## src/rtl/write_back_stage.sv

```systemverilog
// Write-back stage: selects ALU or memory data, formats loads (byte/half/word),
// flags misaligned loads and registers the register-file write for one cycle.
module write_back_stage (
  input  logic               clk,
  input  logic               rst_n,
  input  logic signed [31:0] alu_result,
  input  logic signed [31:0] mem_data,
  input  logic               load_data_sel,
  output logic signed [31:0] wb_data,
  input  logic [2:0]         funct3,
  input  logic [4:0]         rd_addr_in,
  input  logic               reg_write_in,
  input  logic               valid_in,
  output logic [31:0]        rd_wdata,
  output logic [4:0]         rd_addr_out,
  output logic               reg_write_out,
  output logic               valid_out,
  output logic               misaligned
);

  localparam logic [2:0] F3_LB  = 3'b000;
  localparam logic [2:0] F3_LH  = 3'b001;
  localparam logic [2:0] F3_LW  = 3'b010;
  localparam logic [2:0] F3_LBU = 3'b100;
  localparam logic [2:0] F3_LHU = 3'b101;

  logic [1:0]  off;
  logic [7:0]  byte_sel;
  logic [15:0] half_sel;
  logic [31:0] load_fmt;
  logic [31:0] fmt;
  logic        mis_align;

  logic [31:0] rd_wdata_q, rd_wdata_d;
  logic [4:0]  rd_addr_q, rd_addr_d;
  logic        reg_write_q, reg_write_d;
  logic        valid_q, valid_d;
  logic        mis_q, mis_d;

  assign wb_data = load_data_sel ? mem_data : alu_result;

  always_comb begin
    off      = alu_result[1:0];
    byte_sel = mem_data[7:0];
    case (off)
      2'd0: byte_sel = mem_data[7:0];
      2'd1: byte_sel = mem_data[15:8];
      2'd2: byte_sel = mem_data[23:16];
      2'd3: byte_sel = mem_data[31:24];
      default: byte_sel = mem_data[7:0];
    endcase
    // Halfword is picked by off[1] only; a set off[0] is reported as misaligned.
    half_sel = off[1] ? mem_data[31:16] : mem_data[15:0];

    load_fmt = mem_data;
    case (funct3)
      F3_LB:   load_fmt = {{24{byte_sel[7]}}, byte_sel};
      F3_LBU:  load_fmt = {24'd0, byte_sel};
      F3_LH:   load_fmt = {{16{half_sel[15]}}, half_sel};
      F3_LHU:  load_fmt = {16'd0, half_sel};
      default: load_fmt = mem_data;
    endcase

    mis_align = 1'b0;
    if (load_data_sel) begin
      case (funct3)
        F3_LH, F3_LHU: mis_align = off[0];
        F3_LW:         mis_align = (off != 2'd0);
        default:       mis_align = 1'b0;
      endcase
    end

    fmt = load_data_sel ? load_fmt : alu_result;
  end

  // No handshake: a new instruction is accepted every cycle and appears on the
  // registered outputs exactly one cycle later; valid_out qualifies it.
  always_comb begin
    rd_wdata_d  = fmt;
    rd_addr_d   = rd_addr_in;
    valid_d     = valid_in;
    mis_d       = valid_in & mis_align;
    reg_write_d = valid_in & reg_write_in & (rd_addr_in != 5'd0) & ~mis_align;
  end

  always_ff @(posedge clk or negedge rst_n) begin
    if (!rst_n) begin
      rd_wdata_q  <= '0;
      rd_addr_q   <= '0;
      reg_write_q <= 1'b0;
      valid_q     <= 1'b0;
      mis_q       <= 1'b0;
    end else begin
      rd_wdata_q  <= rd_wdata_d;
      rd_addr_q   <= rd_addr_d;
      reg_write_q <= reg_write_d;
      valid_q     <= valid_d;
      mis_q       <= mis_d;
    end
  end

  assign rd_wdata      = rd_wdata_q;
  assign rd_addr_out   = rd_addr_q;
  assign reg_write_out = reg_write_q;
  assign valid_out     = valid_q;
  assign misaligned    = mis_q;

endmodule

```

## config.mk

```make
export PLATFORM = sky130hd
export DESIGN_NAME = write_back_stage
export DESIGN_NICKNAME = d
export VERILOG_FILES = /design/src/rtl/write_back_stage.sv
export SDC_FILE = /design/constraint.sdc
export NUM_CORES = 1
export LEC_CHECK = 0
export ABC_AREA = 1
export BUFFER_PORTS_ARGS = -buffer_cell sky130_fd_sc_hd__buf_4
export CORE_ASPECT_RATIO = 1.75
export CORE_MARGIN = 5
export CORE_UTILIZATION = 40
export CTS_BUF_LIST = sky130_fd_sc_hd__clkbuf_2
export DETAILED_ROUTE_END_ITERATION = 12
export PLACE_DENSITY = 0.73
export SLEW_MARGIN = 25
export SYNTH_ARGS = -nofsm -noshare
export SYNTH_HDL_FRONTEND = slang
export SYNTH_SLANG_ARGS = --single-unit
```

## constraint.sdc

```tcl
create_clock -name clk -period 1.4 [get_ports clk]
set_clock_uncertainty 0.1 [all_clocks]
set_input_delay 0.21 -clock clk [delete_from_list [all_inputs] [get_ports clk]]
set_output_delay 0.21 -clock clk [all_outputs]
set_load 0.05 [all_outputs]
```

# ---- Word-level counts from Yosys, hierarchy flattened
# Cells that the tools add are included.
dict set report classes {
  muxes 7
  eq_ne 7
  bitwise_logic 5
  reduce_logical 5
}
# cell count
set op_table {}
lappend op_table {{case mux 32 bit (4 select lines)} 1}
lappend op_table {{2-to-1 mux 32 bit} 2}
lappend op_table {{case mux 8 bit (4 select lines)} 1}
lappend op_table {{2-to-1 mux 16 bit} 1}
lappend op_table {{== test 3 bit, second input constant} 2}
lappend op_table {{nonzero test 5 bit} 1}
lappend op_table {{AND 1 bit} 4}
lappend op_table {{== test 2 bit, second input constant} 2}
lappend op_table {{== test 3 x 1 -> 1 bit, second input constant} 1}
lappend op_table {{== test 3 x 2 -> 1 bit, second input constant} 1}
lappend op_table {{zero test 3 bit} 1}
lappend op_table {{== test 2 x 1 -> 1 bit, second input constant} 1}
lappend op_table {{zero test 2 bit} 1}
lappend op_table {{case mux 1 bit (2 select lines)} 1}
lappend op_table {{nonzero test 2 bit} 1}
lappend op_table {{OR reduction 2 bit} 1}
lappend op_table {{2-to-1 mux 1 bit} 1}
lappend op_table {{NOT 1 bit} 1}
dict set report word_totals {
  reg_bits 40
  wordCells 29
  inputBits 77
}

# ---- Depth between registers and ports, before layout
dict set report depth {
  word_depth 6
  mapped_depth 10
  depth_no_buf 9
}

# ---- Worst setup path after synthesis
# Ideal clock, no wire load.
dict set report synth_path {
  path_kind {input port to output port}
  startpoint {in load_data_sel}
  endpoint {out wb_data[2]}
  setup_slack_ns -0.614
  stages 4
  path_buffers 2
  t_arrival_ns 1.704
  cell_sequence {inv_2 -> buf_2 -> clkbuf_1 -> o21ai_0}
}
dict set report synth_via {
  elab_chain_cells 1
}
# item line_no
set synth_lines {}
lappend synth_lines {{start: declaration} 8} ;# input logic load_data_sel,
lappend synth_lines {{2-to-1 mux 32 bit} 40} ;# assign wb_data = load_data_sel ? mem_data : alu_result;
lappend synth_lines {{end: declaration} 9} ;# output logic signed [31:0] wb_data,
# Every way passes these cells.

# ---- Final worst setup path
dict set report layout_path {
  startpoint {reg rd_wdata_q[10] (netlist: rd_wdata[10])}
  endpoint {out rd_wdata[10]}
}
# item line_no
set layout_lines {}
lappend layout_lines {{start: declaration} 34} ;# logic [31:0] rd_wdata_q, rd_wdata_d;
lappend layout_lines {{start signal: assignment} 94} ;# rd_wdata_q <= rd_wdata_d;
lappend layout_lines {{end: declaration} 14} ;# output logic [31:0] rd_wdata,
# No word-level cell between the ends.

==> results.cfg <==
[floorplan]
start_util_pct = 41.0
die_area_um2 = 7350
core_area_um2 = 5540
die_y_um = 110
chipWidth_um = 67.0
rows = 36
ios = 149

[sta]
setup_ws_ns = 0.0290
worst_pin_slew_ns = 0.532
setup_violations = 0
hold_violations = 0
fmax_mhz = 729
slew_violations = 0
period_needed_ns = 1.37
maxSlewHeadroom_pct = 64.6
post-route-period-util_pct = 97.9

[drt]
dr.pass1.iters = 5
viasPerCell = 4.83
routedWlPerCell_um = 14.9
drc_errors = 0
drt-initial-drc-count = 185
vias = 2850
wirelength_um = 8780
postRouteAntennaNets = 0

[worst_setup_path]
crit_path_max_fanout = 1
end_kind = output port
path_buf_inv = 1
crit_path_start_kind = flip-flop
path_cells = buf_4
path_depth = 1
crit_family = flip-flops
worstPathRequired_ns = 1.09
worst_ep_arrival_time_ns = 1.06
criticalPathCategory = flip-flop to output port
slowest_stage = dfrtp_1
critPathMaxStageDelay_ns = 0.42

[logic_synthesis]
syn_area_um2 = 2270
synth_area_per_cell_um2 = 7.06
synth_cells = 322
synthArstFlopShare_pct = 100
synth_cell_types = 27
synth_largest_area_cell = dfrtp_1
synthesis.nets = 399
netlist.area_leader.share_pct = 44.0
synth_warnings = 0
ys_ff_latch = 40
synth_edf_count = 0
synthFlopType = dfrtp_1
synth_seq_area_share_pct = 44.0
synth_area_leaders = dfrtp_1 (44%), nand2_1 (25%), o21ai_0 (8.8%)

[pwr]
seqPwrFrac_pct = 34.7
clock_power_share_pct = 20.4
p_sw_share_pct = 41.4
p_per_area_nw_per_um2 = 908
cellLeakagePower_nw = 2.25
intPower_mw = 2.17
combPwrFrac_pct = 44.8
p_switching_mw = 1.53
ir_worst_vdd_uv = 551
p_total_mw = 3.70

[global_routing]
grt-ovfl-total = 0
grt_pass1_wl_um = 13500
antenna_found_initial = 1
grt_pass1_vias = 2945
grt_max_degree = 41
grt.total_usage_pct = 24.2

[placed_design]
pre_cts_ws_ns = 0.0107
portBuffers = 148
dpl.hpwl_um = 6570
gp_congestion = 0.844
placed_area_um2 = 3610

[clock_tree]
cts.path.max_buffers = 2
cts.sinks = 40
cts_buffers = 5
cts_tree = done
cts_root_buf = clkbuf_2
clkTransAtPathRegs_ns = 0.25
cts-htree-levels = 2

[hold_path]
hp-class = input pin to flip-flop
min_path_cells = 5

[outcome]
status = finished clean

[finish]
final_area_um2 = 4080
drive_gt1_share_pct = 40.9
nets = 589
area_delta_synth_final_pct = 79.3

[run]
maxCapViolations = 0
## placed cells by master, fill, tap and decap left out, types with 2 or more instances in the layout
cell type	instances
nand3_1	11
o21ai_0	29
inv_2	2
nor3_1	2
nand2_1	145
a21boi_0	4
dfrtp_1	40
a22oi_1	4
a21oi_1	3
inv_1	14
dlygate4sd3_1	31
clkbuf_2	5
nand2_2	22
nor2_1	8
o21ai_2	3
buf_4	146
buf_6	19
o21ai_1	8
buf_12	3
## repair_timing
action	CTS	global route
resized for setup	0	24
endpoints found under the setup margin	0	29
setup buffers	0	0
endpoints found under the hold margin	64	0
hold buffers	32	0
## synthesized netlist by cell type, types with 2 or more instances
cell type  instances
a21oi_1            3
clkbuf_1           7
nand2_1          152
buf_6              2
nor3_1             2
buf_2              6
nand3_1           11
nor2_1             8
inv_2              2
a21boi_0           4
dfrtp_1           40
a22oi_1            4
o21ai_0           40
nand2_2           15
inv_1             14
## power by group through the flow
stage / logic (mW) / registers, mW / clock network, mW
2_1_floorplan: 0.583 / 1.65 / 0
3_3_place_gp: 1.54 / 1.30 / 0
3_5_place_dp: 1.55 / 1.30 / 0
4_1_cts: 1.63 / 1.28 / 0.768
5_1_grt: 1.76 / 1.29 / 0.815
6_report: 1.66 / 1.28 / 0.757
## state kept, by name (all words and copies together), names as in the netlist
register	flops
rd_wdata	32
rd_addr_out	5
misaligned	1
valid_out	1
reg_write_out	1
## cells by family (layout without fill, tap and decap cells)
| logic type | Yosys count | after routing | share of synthesized area, % |
|---|---|---|---|
| and+or+nand+nor | 193 | 193 | 35.3 |
| AOI/OAI and AO/OA | 55 | 55 | 13.8 |
| DFF | 40 | 40 | 44.0 |
| buffers and inverters | 34 | 225 | 6.88 |
| other | 0 | 1 | 0 |
## metrics by stage
step / setup TNS (ns) / utilization (%) / hold WS (ns) / cells
after floorplan: -1.62 / - / -0.186 / 322
after global placement: 0 / 65.1 / 0.123 / 550
after detailed placement: 0 / 65.1 / 0.124 / 550
after CTS: 0 / 72.2 / 0.00310 / 590
after global routing: -0.0643 / 73.6 / 0.0126 / 590
final: 0 / 73.6 / 0.00539 / 590
## worst paths after layout
| path | endpoint | startpoint | slack (ns) |
|---|---|---|---|
| setup / recovery | rd_wdata[10] | rd_wdata[10]$_DFF_PN0_ | 0.03 |
| hold / removal | rd_wdata[15]$_DFF_PN0_ | mem_data[15] | 0.005 |
| max in group asynchronous | rd_wdata[21]$_DFF_PN0_ | rst_n | 0.66 |
| min in group asynchronous | rd_wdata[7]$_DFF_PN0_ | rst_n | 0.13 |
## layer usage
metal | vias to the layer above | part of all wire, % | global-route usage, %
li1 | 1404 | - | -
met1 | 1321 | 33 | 24.9
met2 | 107 | 57 | 46.3
met3 | 18 | 7.0 | 5.01
met4 | 0 | 2.8 | 9.43
met5 | - | 0 | 0
## final cells by class
| class | count | area, µm² |
|---|---|---|
| Clock inverter | 3 | 46.3 |
| Timing Repair Buffer | 200 | 1700 |
| Clock buffer | 5 | 25.0 |
| Inverter | 17 | 66.3 |
| Antenna cell | 1 | 2.50 |
| Fill cell | 455 | 1460 |
| Sequential cell | 40 | 1000 |
| Tap cell | 76 | 95.1 |
| Multi-Input combinational cell | 248 | 1140 |
No activity file was read; power rests on OpenSTA's default activity.
